File: src/rtl/serial_subtractor_pkg.sv
// Shared types and constants for the bit-serial subtractor.
package serial_subtractor_pkg;

    typedef enum logic [1:0] {
        IDLE = 2'd0,
        RUN  = 2'd1,
        DONE = 2'd2
    } sub_state_t;

    localparam int SUB_WIDTH_DEFAULT = 8;

endpackage

File: src/rtl/full_subtractor_bit.sv
// One-bit full subtractor: d = x - y - bin, with borrow out.
module full_subtractor_bit (
    input  logic x,
    input  logic y,
    input  logic bin,
    output logic d,
    output logic bout
);

    assign d    = x ^ y ^ bin;
    assign bout = (~x & y) | (~(x ^ y) & bin);

endmodule

File: src/rtl/serial_subtractor.sv
// Bit-serial A - B, LSB first, one borrow flop, wrapped in a start/busy/done handshake.
//
// state | meaning
// IDLE  | waiting for start, last result held
// RUN   | shifting one operand bit per clock
// DONE  | result valid for one cycle; start here re-accepts immediately
module serial_subtractor
    import serial_subtractor_pkg::*;
#(
    parameter int WIDTH = SUB_WIDTH_DEFAULT
) (
    input  logic             clk,
    input  logic             rst,
    input  logic             start,
    input  logic [WIDTH-1:0] a,
    input  logic [WIDTH-1:0] b,
    output logic             busy,
    output logic             done,
    output logic [WIDTH-1:0] diff,
    output logic             borrow_out,
    output logic             diff_bit
);

    localparam int CW = $clog2(WIDTH) + 1;
    localparam logic [CW-1:0] CNT_LAST = CW'(WIDTH - 1);

    sub_state_t       state;
    logic [WIDTH-1:0] sa;
    logic [WIDTH-1:0] sb;
    logic [WIDTH-1:0] sd;
    logic             br;
    logic [CW-1:0]    cnt;

    logic             d_next;
    logic             br_next;

    full_subtractor_bit u_bit (
        .x    (sa[0]),
        .y    (sb[0]),
        .bin  (br),
        .d    (d_next),
        .bout (br_next)
    );

    assign diff_bit = (state == RUN) ? d_next : 1'b0;

    always_ff @(posedge clk or posedge rst) begin
        if (rst) begin
            state      <= IDLE;
            sa         <= '0;
            sb         <= '0;
            sd         <= '0;
            br         <= 1'b0;
            cnt        <= '0;
            busy       <= 1'b0;
            done       <= 1'b0;
            diff       <= '0;
            borrow_out <= 1'b0;
        end else begin
            done <= 1'b0;
            if (state == RUN) begin
                // start is deliberately not looked at here: operands stay frozen
                sa  <= sa >> 1;
                sb  <= sb >> 1;
                sd  <= {d_next, sd[WIDTH-1:1]};
                br  <= br_next;
                cnt <= cnt + CW'(1);
                if (cnt == CNT_LAST) begin
                    state      <= DONE;
                    busy       <= 1'b0;
                    done       <= 1'b1;
                    diff       <= {d_next, sd[WIDTH-1:1]};
                    borrow_out <= br_next;
                end
            end else if (start) begin
                state <= RUN;
                busy  <= 1'b1;
                sa    <= a;
                sb    <= b;
                sd    <= '0;
                br    <= 1'b0;
                cnt   <= '0;
            end else begin
                state <= IDLE;
            end
        end
    end

endmodule

File: config.mk
export PLATFORM = sky130hd
export DESIGN_NAME = serial_subtractor
export DESIGN_NICKNAME = d
export VERILOG_FILES = /design/src/rtl/serial_subtractor_pkg.sv /design/src/rtl/full_subtractor_bit.sv /design/src/rtl/serial_subtractor.sv
export SDC_FILE = /design/constraint.sdc
export NUM_CORES = 1
export LEC_CHECK = 0
export ABC_AREA = 1
export CAP_MARGIN = 20
export CORE_ASPECT_RATIO = 0.8
export CORE_MARGIN = 2
export CORE_UTILIZATION = 51
export CTS_CLUSTER_SIZE = 8
export DETAILED_ROUTE_END_ITERATION = 8
export GPL_ROUTABILITY_DRIVEN = 0
export GPL_TIMING_DRIVEN = 0
export PLACE_DENSITY = 0.87
export SLEW_MARGIN = 40
export SYNTH_ARGS = -nofsm -noshare
export SYNTH_HDL_FRONTEND = slang
export SYNTH_SLANG_ARGS = --single-unit
File: constraint.sdc
create_clock -name clk -period 1.6 [get_ports clk]
set_clock_uncertainty 0.2 [all_clocks]
set_input_delay 0.32 -clock clk [delete_from_list [all_inputs] [get_ports clk]]
set_output_delay 0.32 -clock clk [all_outputs]
set_load 0.05 [all_outputs]
---- Word-level counts from Yosys, hierarchy flattened ----
Cells that the tools add are included.
word-level totals
  output and inout bits ................... 12
  bits of input ports ..................... 19
  logic and storage cells ................. 43
  memories kept ........................... 0
  ROM bits ................................ 0
  bits in latches ......................... 0
  bits in writable memories ............... 0
  register bits ........................... 42
operators by class
  multipliers ............................. 0
  shift operators ......................... 0
  multiplexer cells ....................... 19
  magnitude comparators ................... 0
  reduce and logical (&&, ||, !) cells .... 3
  divide/modulo/power cells ............... 0
  bitwise operators ....................... 7
  equal/unequal tests ..................... 3
  $add $sub $neg .......................... 1
operators with widths
  kind                   number
  $mux W8                6
  $mux W1                9
  $mux W4                2
  $add A4 B1 Y4 const B  1
  $eq A4 B3 Y1 const B   1
  $mux W2                2
  $reduce_and A2 Y1      2
  $and A1 B1 Y1          2
  $eq A2 B1 Y1 const B   1
  $ne A2 B1 Y1 const B   1
  $not A1 Y1             2
  $reduce_bool A2 Y1     1
  $xor A1 B1 Y1          2
  $or A1 B1 Y1           1

---- Logic depth before layout (Yosys ltp) ----
  depth in word-level cells ............... 5
  gate-level depth with buffers ........... 7
  depth with buffers taken out ............ 6

---- By module ----
A second synthesis with hierarchy kept.
unflattened totals
  cells, all modules ...................... 197
  area, all modules ....................... 1752.9 sq um
modules (own cells, without submodules)
  module               cells each  area each (sq um)  sequential area each (sq um)  instances
  serial_subtractor    193         1721.7             1026.0                        1
  full_subtractor_bit  4           31.3               0.0                           1

---- Worst setup path after synthesis ----
No wires, ideal clock.
  path kind ............................... reg-to-output
  from .................................... register sb[0]
  to ...................................... output diff_bit
  cell stages (with the launch flop) ...... 5
  data required time ...................... 1080 ps
  arrival ................................. 1626 ps
  setup slack ............................. -546 ps
  buffers on the path ..................... 0
  path through ............................ dfrtp_1 -> inv_1 -> fa_1 -> inv_1 -> nor2_1
between the ends
  longest elaborated chain between the ends .. 3
RTL lines
  what                        RTL line                   RTL
  start: declaration          serial_subtractor.sv:29    logic [WIDTH-1:0] sb;
  start signal: assignment    serial_subtractor.sv:64    sb <= sb >> 1;
  $xor A1 B1 Y1 (2 in a row)  full_subtractor_bit.sv:10  assign d = x ^ y ^ bin;
  via d_next                  serial_subtractor.sv:34    logic d_next;
  $mux W1                     serial_subtractor.sv:45    assign diff_bit = (state == RUN) ? d_next : 1'b0;
  end: declaration            serial_subtractor.sv:21    output logic diff_bit
The timed path passes the listed nets, and every way through them passes these cells.

---- Final worst setup path ----
  from .................................... register br
  to ...................................... output diff_bit
between the ends
  longest elaborated chain between the ends .. 2
RTL lines
  what                      RTL line                   RTL
  start: declaration        serial_subtractor.sv:31    logic br;
  start signal: assignment  serial_subtractor.sv:66    br <= br_next;
  $xor A1 B1 Y1             full_subtractor_bit.sv:10
  via d_next                serial_subtractor.sv:34
  $mux W1                   serial_subtractor.sv:45
The timed path passes the listed nets, and every way through them passes these cells.

==> results_dict.tcl <==
set metrics [dict create \
    outcome "complete, but fails checks" \
    violations "setup timing" \
    p_int_mw 2.689 \
    grt_pass1_wl_um 6023 \
    cpMaxStageDelayCell "fa_1" \
    drt_wl_total_um 3491 \
    detail-route-antenna-nets 0 \
    antenna_cells 0 \
    cp-end-kind "output pin" \
    coreArea_um2 3376 \
    synth_area_leaders "dfrtp_1 58%, nand2_1 14%, nand3_1 11%" \
    reg2regPathDepth 4 \
    vias 1405 \
    io_pins 31 \
    place_inst 264 \
    grt_antenna_before_repair 0 \
    rows 19 \
    cts.sinks 41 \
    htreeDepth 2 \
    clockBufferDepth 2 \
    hpwlAfterDp_um 2434 \
    powerDensity_nw_per_um2 2131 \
    finalCriticalPeriod_ns 2.091 \
    synth_area_leader_cell "dfrtp_1" \
    design.die.area_um2 3941 \
    clock_power_share_pct 15.5 \
    fmax_mhz 478.2 \
    p_switching_mw 2.096 \
    die_y_um 56.55 \
    grt_start_max_net_pins 42 \
    ys_types 20 \
    layout-drive-gt1-share_pct 18.10 \
    synth_nets 214 \
    rsz0062_at_grt "true" \
    grt_use_total_pct 20.09 \
    route.detailed.wl_per_inst_um 12.74 \
    yosysSeqAreaShare_pct 58.28 \
    max-vdd-ir-drop_v 0.001100 \
    clkSlewWorstSetupHoldPaths_ns 0.08 \
    tritoncts "yes" \
    yosys.area.top_type_share_pct 58.28 \
    p_comb_share_pct 47.8 \
    first_iter_violations 77 \
    min_path_type "in2reg" \
    cts_root_buf "clkbuf_8" \
    cts_made_buffers 5 \
    design_area_um2 2246 \
    synth-seq-cells 41 \
    cp_slowest_stage_delay_ns 0.57 \
    cellLeakagePower_nw 1.126 \
    p_sw_share_pct 43.80 \
    syn_to_final_growth_pct 27.58 \
    finish.net_count 252 \
    avgSynthCellArea_um2 9.121 \
    cpMostUsedCell "inv_2" \
    insertion_delay_ns 0.29 \
    synth_cells 193 \
    synth_warnings 0 \
    instances_no_fill 274 \
    hold_viol_final 0 \
    drv_cap 0 \
    setup_ws_ns -0.4910 \
    dr_wl_met3_um 175 \
    path_class "reg2out" \
    crit_chain "inv_2 -> fa_1 -> inv_2 -> nor2_4 -> buf_6" \
    post-route-period-util_pct 130.7 \
    drtPass1Iterations 4 \
    setup_viol 1 \
    cts_hold_buf 0 \
    timing.slew.headroom_pct 67.35 \
    maxSlewViolCount 0 \
    worstPathMaxFanout 2 \
    synth_area_um2 1760 \
    viasPerCell 5.128 \
    tns_ns -0.4910 \
    met2_length_um 1668 \
    die_w_um 69.69 \
    grt_overflow 0 \
    p_seq_share_pct 36.7 \
    cp.arrival_ns 1.57 \
    critPathLaunchType "flip-flop" \
    worstPathRequired_ns 1.08 \
    dp_slack_ns -0.7997 \
    hold_path_depth 3 \
    wl_met1_um 1589 \
    start_util_pct 52.15 \
    routed.top_layer "met4" \
    port_buffers 29 \
    grt_pass1_vias 1369 \
    drc 0 \
    tightest_slew_ns 0.4897 \
    placed_area_um2 2113 \
]
[Yosys cell counts]
library cell and instances:
o22ai_1 7, nand2_1 65, inv_1 16, a21oi_1 1, buf_6 3, fa_1 1
dfrtp_1 41, nor2_1 4, nand2_4 1, o21ai_0 2, nand3_1 38, nand2_2 1
nand4_1 1, nand3b_1 1, nor2_4 2, buf_2 3, inv_2 1, nor2_2 2
ha_1 1, buf_4 2
[cells by family after synthesis]
family / after synthesis / synth area share (%)
AO/OA/AOI/OAI: 10 / 3.340
adder cells (fa/ha/maj): 2 / 1.848
buffers and inverters: 25 / 7.249
flip-flops: 41 / 58.28
AND/OR/NAND/NOR: 115 / 29.28
[cell type report]
type	count	area, um2
Multi-Input combinational cell	127	614.3
Buffer	8	63.81
Tap cell	42	52.55
Clock inverter	1	5.005
Fill cell	275	1130
Timing Repair Buffer	31	320.3
Inverter	17	66.31
Clock buffer	7	96.34
Sequential cell	41	1027
[registers in the layout (all words and copies together) (netlist names)]
signal	flops
borrow_out	1
br	1
busy	1
cnt	4
diff	8
done	1
sa	8
sb	8
sd	7
state	2
[critical path, delay by kind of cell (launching register included)]
kind | cells | cell delay [ns]
and+or+nand+nor | 1 | 0.08
buffers and inverters | 3 | 0.27
adders and majority gates | 1 | 0.57
DFF | 1 | 0.35
[per-stage QoR]
step	utilization (%)	total power, mW	hold WS, ns
2_1_floorplan	-	3.392	0.2366
3_3_place_gp	62.53	3.953	0.2533
3_5_place_dp	62.60	4.050	0.2589
4_1_cts	66.49	4.792	0.1707
5_1_grt	66.53	5.119	0.1949
6_report	66.53	4.786	0.1718
[path summary, 6_finish.rpt]
kind / to / startpoint / slack, ns
min in group asynchronous: sd[1]$_DFFE_PP0P_ / rst / 0.21
max: diff_bit / br$_DFFE_PP0P_ / -0.49
max in group asynchronous: cnt[0]$_DFFE_PP0P_ / rst / 0.63
min: sb[1]$_DFFE_PP0P_ / start / 0.17
min reg2reg: diff[5]$_DFFE_PP0P_ / diff[5]$_DFFE_PP0P_ / 0.27
max reg2reg: sd[7]$_DFFE_PP0P_ / br$_DFFE_PP0P_ / 0.13
[power groups by stage]
stage	registers, mW	logic (mW)	clock network [mW]
2_1_floorplan	2.11	1.29	0
3_3_place_gp	1.74	2.21	0
3_5_place_dp	1.77	2.28	0
4_1_cts	1.75	2.29	0.750
5_1_grt	1.81	2.51	0.799
6_report	1.76	2.29	0.743
[cell usage in the layout, fill, tap and decap left out, drive strengths merged, types with 2 or more instances in the layout]
master         netlist  routed
nand2               67      67
dfrtp               41      41
nand3               38      38
clkdlybuf4s50        0      17
inv                 17      17
clkdlybuf4s15        0      11
buf                  8      11
nor2                 8       8
o22ai                7       7
clkbuf               0       7
o21ai                2       2
[repair_timing]
action                     in CTS  in global routing
setup endpoints to repair      21                  3
resized for setup              40                  1
pin swaps                       1                  0
hold endpoints to repair        0                  0
buffers inserted                2                  0
cloned                          0                  0
[layer usage]
metal / vias to the layer above / track usage, %
met2: 47 / 32.55
met5: - / 0
met4: 0 / 9.066
met3: 6 / 4.847
li1: 698 / -
met1: 654 / 25.96
(Power assumes the default switching activity.)
